$ cat src/rtl/pulse_scheduler_pkg.sv
// Shared types for pulse_scheduler.
//   ps_state_t : scheduler FSM encoding
//   GAP_W      : width of the enforced-idle-gap counter (MIN_GAP up to 255)
package pulse_scheduler_pkg;

  typedef enum logic [1:0] {
    IDLE  = 2'd0,
    OFFER = 2'd1,
    GAP   = 2'd2
  } ps_state_t;

  localparam int GAP_W = 8;

endpackage

$ cat src/rtl/rr_pick.sv
// Combinational round-robin selector.
//   req  : request vector
//   last : index served most recently; search starts at last+1 and wraps
//   any  : at least one request present
//   sel  : chosen index (0 when any=0)
module rr_pick #(
  parameter int N = 4
) (
  input  logic [N-1:0]         req,
  input  logic [$clog2(N)-1:0] last,
  output logic                 any,
  output logic [$clog2(N)-1:0] sel
);

  localparam int IDW = $clog2(N);
  localparam int unsigned NU = N;

  logic [IDW-1:0] idx;

  always_comb begin
    any = 1'b0;
    sel = '0;
    idx = '0;
    for (int unsigned k = 1; k <= NU; k++) begin
      idx = IDW'((32'(last) + k) % NU);
      if (!any && req[idx]) begin
        any = 1'b1;
        sel = idx;
      end
    end
  end

endmodule

$ cat src/rtl/pulse_scheduler.sv
// Rising-edge event collector and round-robin scheduler for a single consumer.
//   clk, rst          : clock, synchronous active-high reset
//   din[N]            : synchronous level inputs; 0->1 is an event
//   ev_valid, ev_id   : registered offer of one pending source
//   ev_ready          : consumer accept; handshake = ev_valid & ev_ready
//   pending[N]        : per-source pending flags
//   overrun, ovr_id   : one-cycle pulse and lowest index of a dropped event
module pulse_scheduler
  import pulse_scheduler_pkg::*;
#(
  parameter int N       = 4,
  parameter int MIN_GAP = 0
) (
  input  logic                 clk,
  input  logic                 rst,
  input  logic [N-1:0]         din,
  output logic                 ev_valid,
  output logic [$clog2(N)-1:0] ev_id,
  input  logic                 ev_ready,
  output logic [N-1:0]         pending,
  output logic                 overrun,
  output logic [$clog2(N)-1:0] ovr_id
);

  localparam int IDW = $clog2(N);
  localparam int unsigned NU = N;
  localparam logic [GAP_W-1:0] GAP_LOAD =
    (MIN_GAP > 0) ? GAP_W'(MIN_GAP - 1) : '0;

  logic [N-1:0]     q1, q2, rise, clr, lost;
  logic             handshake;
  logic             any;
  logic [IDW-1:0]   sel;
  logic [IDW-1:0]   ovr_id_n;

  ps_state_t        state, state_n;
  logic [IDW-1:0]   ev_id_n, last, last_n;
  logic [GAP_W-1:0] gap_cnt, gap_n;

  assign rise      = q1 & ~q2;
  assign handshake = ev_valid & ev_ready;

  // A rise on a source being cleared this cycle re-arms it instead of being lost.
  always_comb begin
    clr = '0;
    if (handshake) clr[ev_id] = 1'b1;
  end

  assign lost = rise & pending & ~clr;

  always_comb begin
    ovr_id_n = '0;
    for (int unsigned i = NU; i > 0; i--) begin
      if (lost[IDW'(i - 1)]) ovr_id_n = IDW'(i - 1);
    end
  end

  rr_pick #(.N(N)) u_pick (
    .req  (pending),
    .last (last),
    .any  (any),
    .sel  (sel)
  );

  always_comb begin
    state_n = state;
    ev_id_n = ev_id;
    last_n  = last;
    gap_n   = gap_cnt;
    case (state)
      IDLE: begin
        if (any) begin
          ev_id_n = sel;
          state_n = OFFER;
        end
      end
      OFFER: begin
        if (handshake) begin
          last_n = ev_id;
          if (MIN_GAP > 0) begin
            state_n = GAP;
            gap_n   = GAP_LOAD;
          end else begin
            state_n = IDLE;
          end
        end
      end
      GAP: begin
        if (gap_cnt == '0) state_n = IDLE;
        else               gap_n   = gap_cnt - GAP_W'(1);
      end
      default: state_n = IDLE;
    endcase
  end

  always_ff @(posedge clk) begin
    if (rst) begin
      state    <= IDLE;
      ev_valid <= 1'b0;
      ev_id    <= '0;
      last     <= IDW'(N - 1);
      gap_cnt  <= '0;
    end else begin
      state    <= state_n;
      ev_valid <= (state_n == OFFER);
      ev_id    <= ev_id_n;
      last     <= last_n;
      gap_cnt  <= gap_n;
    end
  end

  always_ff @(posedge clk) begin
    if (rst) begin
      q1      <= '0;
      q2      <= '0;
      pending <= '0;
      overrun <= 1'b0;
      ovr_id  <= '0;
    end else begin
      q1      <= din;
      q2      <= q1;
      pending <= (pending & ~clr) | rise;
      overrun <= |lost;
      ovr_id  <= ovr_id_n;
    end
  end

endmodule

$ cat config.mk
export PLATFORM = sky130hd
export DESIGN_NAME = pulse_scheduler
export DESIGN_NICKNAME = d
export VERILOG_FILES = /design/src/rtl/pulse_scheduler_pkg.sv /design/src/rtl/rr_pick.sv /design/src/rtl/pulse_scheduler.sv
export SDC_FILE = /design/constraint.sdc
export NUM_CORES = 1
export LEC_CHECK = 0
export BUFFER_PORTS_ARGS = -buffer_cell sky130_fd_sc_hd__buf_4
export CAP_MARGIN = 25
export CORE_MARGIN = 4
export CORE_UTILIZATION = 55
export DETAILED_ROUTE_END_ITERATION = 8
export PLACE_DENSITY_LB_ADDON = 0.1
export SLEW_MARGIN = 20
export SYNTH_ARGS = -nofsm -noshare
export SYNTH_HDL_FRONTEND = slang
export SYNTH_HIERARCHICAL = 1
export SYNTH_SLANG_ARGS = --single-unit
$ cat constraint.sdc
create_clock -name clk -period 3.48 [get_ports clk]
set_input_delay 0.696 -clock clk [delete_from_list [all_inputs] [get_ports clk]]
set_output_delay 0.696 -clock clk [all_outputs]
set_load 0.005 [all_outputs]
==> Word level (Yosys, flattened, before mapping) <==
Index checks and enable logic that the tools add are counted.
W data, S select, Z words.
{ "word_totals": {"input_bits": 7, "reg_bits": 30, "out_inout_bits": 10, "latchBits": 0, "mem_count": 0, "wordCells": 75, "ram_bits": 0, "mem_bits_ro": 0} }
{ "classes": {"n_div": 0, "bitwise": 9, "n_shift": 0, "reduce_logical": 15, "addsub": 5, "mul": 0, "order_cmp": 6, "n_eq_ne": 3, "n_mux": 26} }
{ "op_table": {"columns": ["operator", "count"], "rows": [
  ["$mux W2", 9],
  ["$and A4 B4 Y4", 4],
  ["$lt A2 B3 Y1 const B", 5],
  ["$mux W1", 10],
  ["$bmux W1 S2", 4],
  ["$logic_not A8 Y1", 1],
  ["$not A4 Y4", 2],
  ["$sub A8 B1 Y8 const B", 1],
  ["$pmux W2 S3", 1],
  ["$reduce_and A2 Y1", 3],
  ["$add A2 B1 Y2 const B", 2],
  ["$add A2 B2 Y2 const B", 2],
  ["$eq A2 B1 Y1 const B", 2],
  ["$logic_and A1 B1 Y1", 4],
  ["$mux W4", 1],
  ["$or A4 B4 Y4", 1],
  ["$reduce_or A4 Y1", 1],
  ["$logic_not A1 Y1", 3],
  ["$reduce_or A3 Y1", 1],
  ["$demux W1 S2", 1],
  ["$eq A2 B2 Y1 const B", 1],
  ["$ge A2 B1 Y1 const B", 1],
  ["$logic_not A2 Y1", 1],
  ["$reduce_or A2 Y1", 1],
  ["2 further kinds", 2]
]} }

==> Logic depth before layout (Yosys ltp) <==
Gate-level depths: netlist (run 1).
{ "logic_depth": {"ltp_word": 16, "depth_mapped": 5, "ltp_nobuf": 5} }

==> By module <==
Netlist (run 1), hierarchy kept.
{ "by_module_without_submodules": {"columns": ["module", "n_inst", "area_per_inst_um2", "seq_area_each_um2", "cells_each"], "rows": [
  ["pulse_scheduler", 1, 1234.9, 600.6, 129],
  ["rr_pick", 1, 91.3, 0.0, 14]
]} }

==> Worst setup path after synthesis (run 1) <==
OpenSTA, ideal clock, no wires.
{ "synth_path": {"path_type": "reg-to-reg", "start": "register gap_cnt[0]", "end": "register gap_cnt[0]", "setup_ns": 0.121, "path_stages_with_launch": 6, "path_slack_ns": 1.867, "required_time_ns": 3.359, "synth_period_minus_slack_ns": 1.613, "path_buffers": 0, "t_arrival_ns": 1.492, "path_cell_list": "dfxtp_1 > inv_1 > ha_1 > nor4b_1 > a21oi_1 > mux2_2"} }
{ "synth_via": {"elab_chain_cells": 3, "word_cells_on_any_way": 4, "cone_classes": "add/sub (1); bitwise (1); reduce/logical (2)"} }
{ "synth_rtl": {"columns": ["item", "line", "source"], "rows": [
  ["start, declared", "pulse_scheduler.sv:38", "logic [GAP_W-1:0] gap_cnt, gap_n;"],
  ["start signal, assigned", "pulse_scheduler.sv:108", "gap_cnt <= gap_n;"],
  ["branches (longest 3 deep; another with $sub A8 B1 Y8)", null, null]
]} }
Parallel ways; which one is timed is not known.
A chain may end at the register's enable or synchronous reset.

==> Final worst setup path (run 1) <==
{ "layout_path": {"start": "register gap_cnt[0]", "end": "register gap_cnt[1]"} }
The elaborated chain is that of the path after synthesis.

==> out/results.ini, run 1 <==
[sta]
maxSlewViolCount=0
fin_crit_ps=1870
setup_tns_ps=0
relSlewSlack_pct=53.3
fin_worst_skew_ps=9.49
setup_viol=0
hold_viol=0
period_share_pct=53.6
worstMarginPinSlew_ps=691
rsz0062_at_grt=false
fmax_mhz=536

[power]
power_density_mw_per_mm2=461
ir_worst_vdd_v=0.000366
p_sw_share_pct=23.8
pwr-share-clk_pct=37.8
p_comb_share_pct=9.1
power.internal_uw=543
leakage_uw=0.000615
total_power_uw=713
netSwitchingPower_uw=170
pwr-share-seq_pct=53.1

[global_routing]
grt_usage_pct=17.3
grt_pass1_wl_um=4370
grt_pass1_vias=1005
antenna_found_initial=0
grt_overflow=0
grt_start_max_net_pins=34

[drt]
topRoutingLayerUsed=met4
wl_met2_um=1180
vias=1096
drt-initial-drc-count=32
wirelength_met1_um=1130
ant_nets=0
wl_per_cell_um=13.2
vias_per_cell=5.71
firstDrtPassIters=4
route.detailed.drc=0
dr_wl_met3_um=175
routed_wirelength_um=2530

[clock_network]
clk_latency_ps=330
tritoncts=yes
clk_pin_slew_ps=100
ctsHoldBuffers=0
cts.repair.resized=0
htree_levels=2
cts_buffer_depth=2
cts.sinks=30
root_buffer=clkbuf_4
cts_buffers=5
postCtsSetupRepairBufs=0

[synthesis]
ys_types=40
async_reset_ff_share_pct=0
synthesis.nets=152
synth_top_area_cell=dfxtp_1
synthCells=143
synth_area_per_cell_sq_um=9.27
synth-main-ff-cell=dfxtp_1
yosys_warnings=6
ys_seq_area_share_pct=45.3
ys_top_cells_by_area=dfxtp_1, nor2b_1, a21oi_1
synth_top_cell_area_share_pct=45.3
synth_edf_count=0
ys_ff_latch=30
netlist_area_sq_mm=0.00133

[placed_design]
place_area_sq_mm=0.00147
portBuffers=16
dpl.cell_count=184
gp_congestion=0.805
hpwlAfterDp_um=1870

[critical_path]
arrival_ps=2090
ff2ff_path_depth=5
cp-start-kind=flop
worstSetupEndpoint=gap_cnt[1]
required_ps=3700
r2r_end=gap_cnt[1]
reg2reg_from=gap_cnt[0]
r2r_slack_ps=1610
cp-startpoint=gap_cnt[0]
cp-end-kind=flop
cp_max_fo=5
worstSetupPathType=reg -> reg

[cells_and_area]
area_delta_synth_final_pct=16.7
diodes=0
drive_gt1_share_pct=19.5
fillers=188
nets=172
fin_cells=192
fin_area_sq_mm=0.00155

[die]
num_io_pins=17
initial_utilization_pct=58.8
num_rows=17
dieArea_sq_mm=0.00326
design.core.area_sq_mm=0.00225
die_h_um=57.1
die_x_um=57.1

[worst_hold_path]
hold_start=q1[0]
min_path_type=reg -> reg

[flow_run]
cap_violations=0

[run_status]
status=completed

## sequential cells by signal, summed over array words and instances (netlist names)
name,count
gap_cnt,8
pending,4
q1,4
q2,4
ev_id,2
last,2
ovr_id,2
state,2
ev_valid,1
overrun,1
## cells in the mapped netlist, drive strengths merged, types with 3 or more instances
library cell  instances
dfxtp                30
nor2                 15
a21oi                13
nor2b                13
inv                   7
nand2b                5
nor3                  5
o21ai                 5
mux2i                 4
nand3                 4
a211o                 3
clkbuf                3
mux2                  3
## power by group through the flow
stage	clock network (uW)	registers [uW]	logic, uW
after floorplan	0	382	40.5
after global placement	0	385	64.0
after detailed placement	0	386	65.3
after CTS	275	378	65.6
after global routing	295	382	73.1
final	269	379	64.9
## cell usage in the layout, fill, tap and decap left out, types with 2 or more instances in the layout
cell      instances
nor2b_1          13
inv_1             7
o21ai_0           5
a211o_1           3
a21oi_1          12
ha_1              2
nand4b_1          2
nor3b_1           2
clkinv_2          2
mux2_2            3
dfxtp_1          30
clkbuf_4          5
mux2i_1           4
and3b_1           2
buf_4            16
nand2_1           2
a31oi_1           2
nand3_1           4
nand2b_1          5
nor2_1           15
nand3b_1          2
nor3_1            5
## critical path: stages, from the launching register on
cell,delay [ps]
dfxtp_1,340
inv_1,100
ha_1,200
nor4b_1,570
a21oi_1,220
mux2_2,310
## worst min path at each step
stage	endpoint	slack, ps	cells after the start
floorplan	q2[0]	430	1
global placement	q2[1]	440	1
detailed placement	q2[0]	450	1
CTS	q2[0]	470	1
global route	q2[0]	480	1
finish	q2[0]	470	1
## layer usage
layer | vias to the layer above | GRT usage (%)
met2 | 32 | 27.7
met5 | - | 0
met1 | 503 | 20.2
met3 | 8 | 8.60
li1 | 553 | -
met4 | 0 | 5.63
## final cells by class
| class | instances | area [sq um] | area share, % |
|---|---|---|---|
| multi-input cells | 103 | 688 | 44.5 |
| flip-flops and latches | 30 | 601 | 38.8 |
| repair buffers | 16 | 120 | 7.76 |
| clock inverters | 3 | 40.0 | 2.59 |
| clock buffers | 5 | 37.5 | 2.43 |
| well taps | 28 | 35.0 | 2.26 |
| inverters | 7 | 26.3 | 1.70 |
## kinds of logic after synthesis
family	after synthesis	share of synthesized area, %
and+or+nand+nor	65	30.0
DFF	30	45.3
AOI/OAI and AO/OA	29	14.4
buffers and inverters	10	2.83
muxes	7	5.57
adders and majority gates	2	1.89
## per-stage QoR
stage	utilization, %	worst slack [ps]	hold slack [ps]
detailed placement	65.2	1620	447
finish	68.6	1610	466
floorplan	-	1870	430
global placement	65.2	1720	443
global route	68.6	1420	476
CTS	68.6	1600	469
No activity file was read; power rests on OpenSTA's default activity.
==> inputs of run 2 (changes only) <==
CORE_UTILIZATION = 50   (was 55)
clock period = 1.5 ns   (was 3.48 ns; I/O delays follow)
==> run 2 against run 1 <==
The run now ends with setup timing left; clock power increased by 85%; utilization increased by 0.073 points; cell count increased by 9.4%; critical endpoint is now gap_cnt[5]; largest power group unchanged; highest routed layer unchanged.
==> out/results.ini, run 2 (synthesis gave the netlist of run 1 again) <==
[run_status]
status=finished with violations
failed_checks=setup timing

[clock_network]
clk_pin_slew_ps=100
root_buffer=clkbuf_4
tritoncts=yes
cts.sinks=30
htree_levels=2
cts_buffer_depth=2
ctsHoldBuffers=0
clk_latency_ps=330
cts_buffers=5

[global_routing]
antenna_found_initial=0
grt_pass1_wl_um=4610
grt_overflow=0
grt_usage_pct=17.8
grt_start_max_net_pins=34
grt_pass1_vias=1067

[critical_path]
cp-start-kind=flop
required_ps=1770
cp-end-kind=flop
path_cells=or4b_4 > or4_4 > a21oi_2
worstSetupPathType=reg -> reg
max_stage_delay_ps=570
crit_family=simple AND/OR/NAND/NOR gates
arrival_ps=1850
slowest_stage=or4b_4
critical_path_buf_inv_count=0
cp_max_fo=5

[worst_hold_path]
min_path_type=in -> reg

[drt]
vias_per_cell=5.77
firstDrtPassIters=5
vias=1212
drt-initial-drc-count=49
wirelength_met1_um=1360
dr_wl_met3_um=238
route.detailed.drc=0
wl_met2_um=1360
wl_per_cell_um=14.6
ant_nets=0
routed_wirelength_um=3080
topRoutingLayerUsed=met4

[placed_design]
gp_congestion=0.776
portBuffers=16
dpl.cell_count=202
hpwlAfterDp_um=2040
pre_cts_ws_ps=-113
place_area_sq_mm=0.00161

[sta]
relSlewSlack_pct=73.0
hold_slack_ps=179
setup_viol=2
fmax_mhz=633
maxSlewViolCount=0
setup_slack_ps=-78.7
rsz0062_at_grt=true
hold_viol=0
fin_worst_skew_ps=10.7
fin_crit_ps=1580
period_share_pct=105
worstMarginPinSlew_ps=404

[cells_and_area]
area_delta_synth_final_pct=29.5
top_register=gap_cnt
fin_cells=210
largest_register_ffs=8
layout_common_cells=buf_4, dfxtp_1, nor2_1
layout_commonest_cell=buf_4
drive_gt1_share_pct=33.3
diodes=0
nets=188
fin_area_sq_mm=0.00172

[die]
num_rows=18
dieArea_sq_mm=0.00354
die_h_um=59.5
initial_utilization_pct=53.1
num_io_pins=17
design.core.area_sq_mm=0.00250
die_x_um=59.5

[power]
ir_worst_vdd_v=0.000685
power_density_mw_per_mm2=907
leakage_uw=0.000720

[flow_run]
cap_violations=0

[run 2: layout make-up]
type	instances	area, sq um
Fill cell	213	782
Sequential cell	30	604
Timing Repair Buffer	32	240
Tap cell	30	37.5
Clock inverter	1	5.00
Inverter	7	26.3
Multi-Input combinational cell	103	749
Clock buffer	7	55.1
[run 2: final timing paths]
kind	start	endpoint	slack [ps]	cells past startpoint
worst max register to register	gap_cnt[1]	gap_cnt[5]	-80	3
worst min-delay path	din[0]	q1[0]	180	2
worst max-delay path	gap_cnt[1]	gap_cnt[5]	-80	3
worst min register to register	q1[0]	q2[0]	470	1
[run 2: stage by stage]
stage               total power [uW]  setup TNS, ps  util [%]
floorplan                        980          -9.70         -
global placement                1070          -37.0      64.4
detailed placement              1080           -356      64.4
CTS                             1570           -124      67.5
global route                    1630           -383      68.7
finish                          1560           -101      68.7
[run 2: metal layers]
metal,global-route usage [%],up-vias
met5,0,-
met4,10.1,0
met3,6.10,15
met2,25.9,61
met1,22.9,549
li1,-,587
[run 2: power breakdown]
group / internal [uW] / total (uW) / switching, uW
clock: 227 / 498 / 272
combinational: 106 / 196 / 89.9
sequential: 831 / 864 / 33.5
[run 2: timing repair]
item / 4_1_cts / 5_1_grt
gates resized for setup: 4 / 6
pin swaps: 2 / 2
gates cloned: 0 / 0
buffers inserted: 0 / 0
setup endpoints to repair: 7 / 6
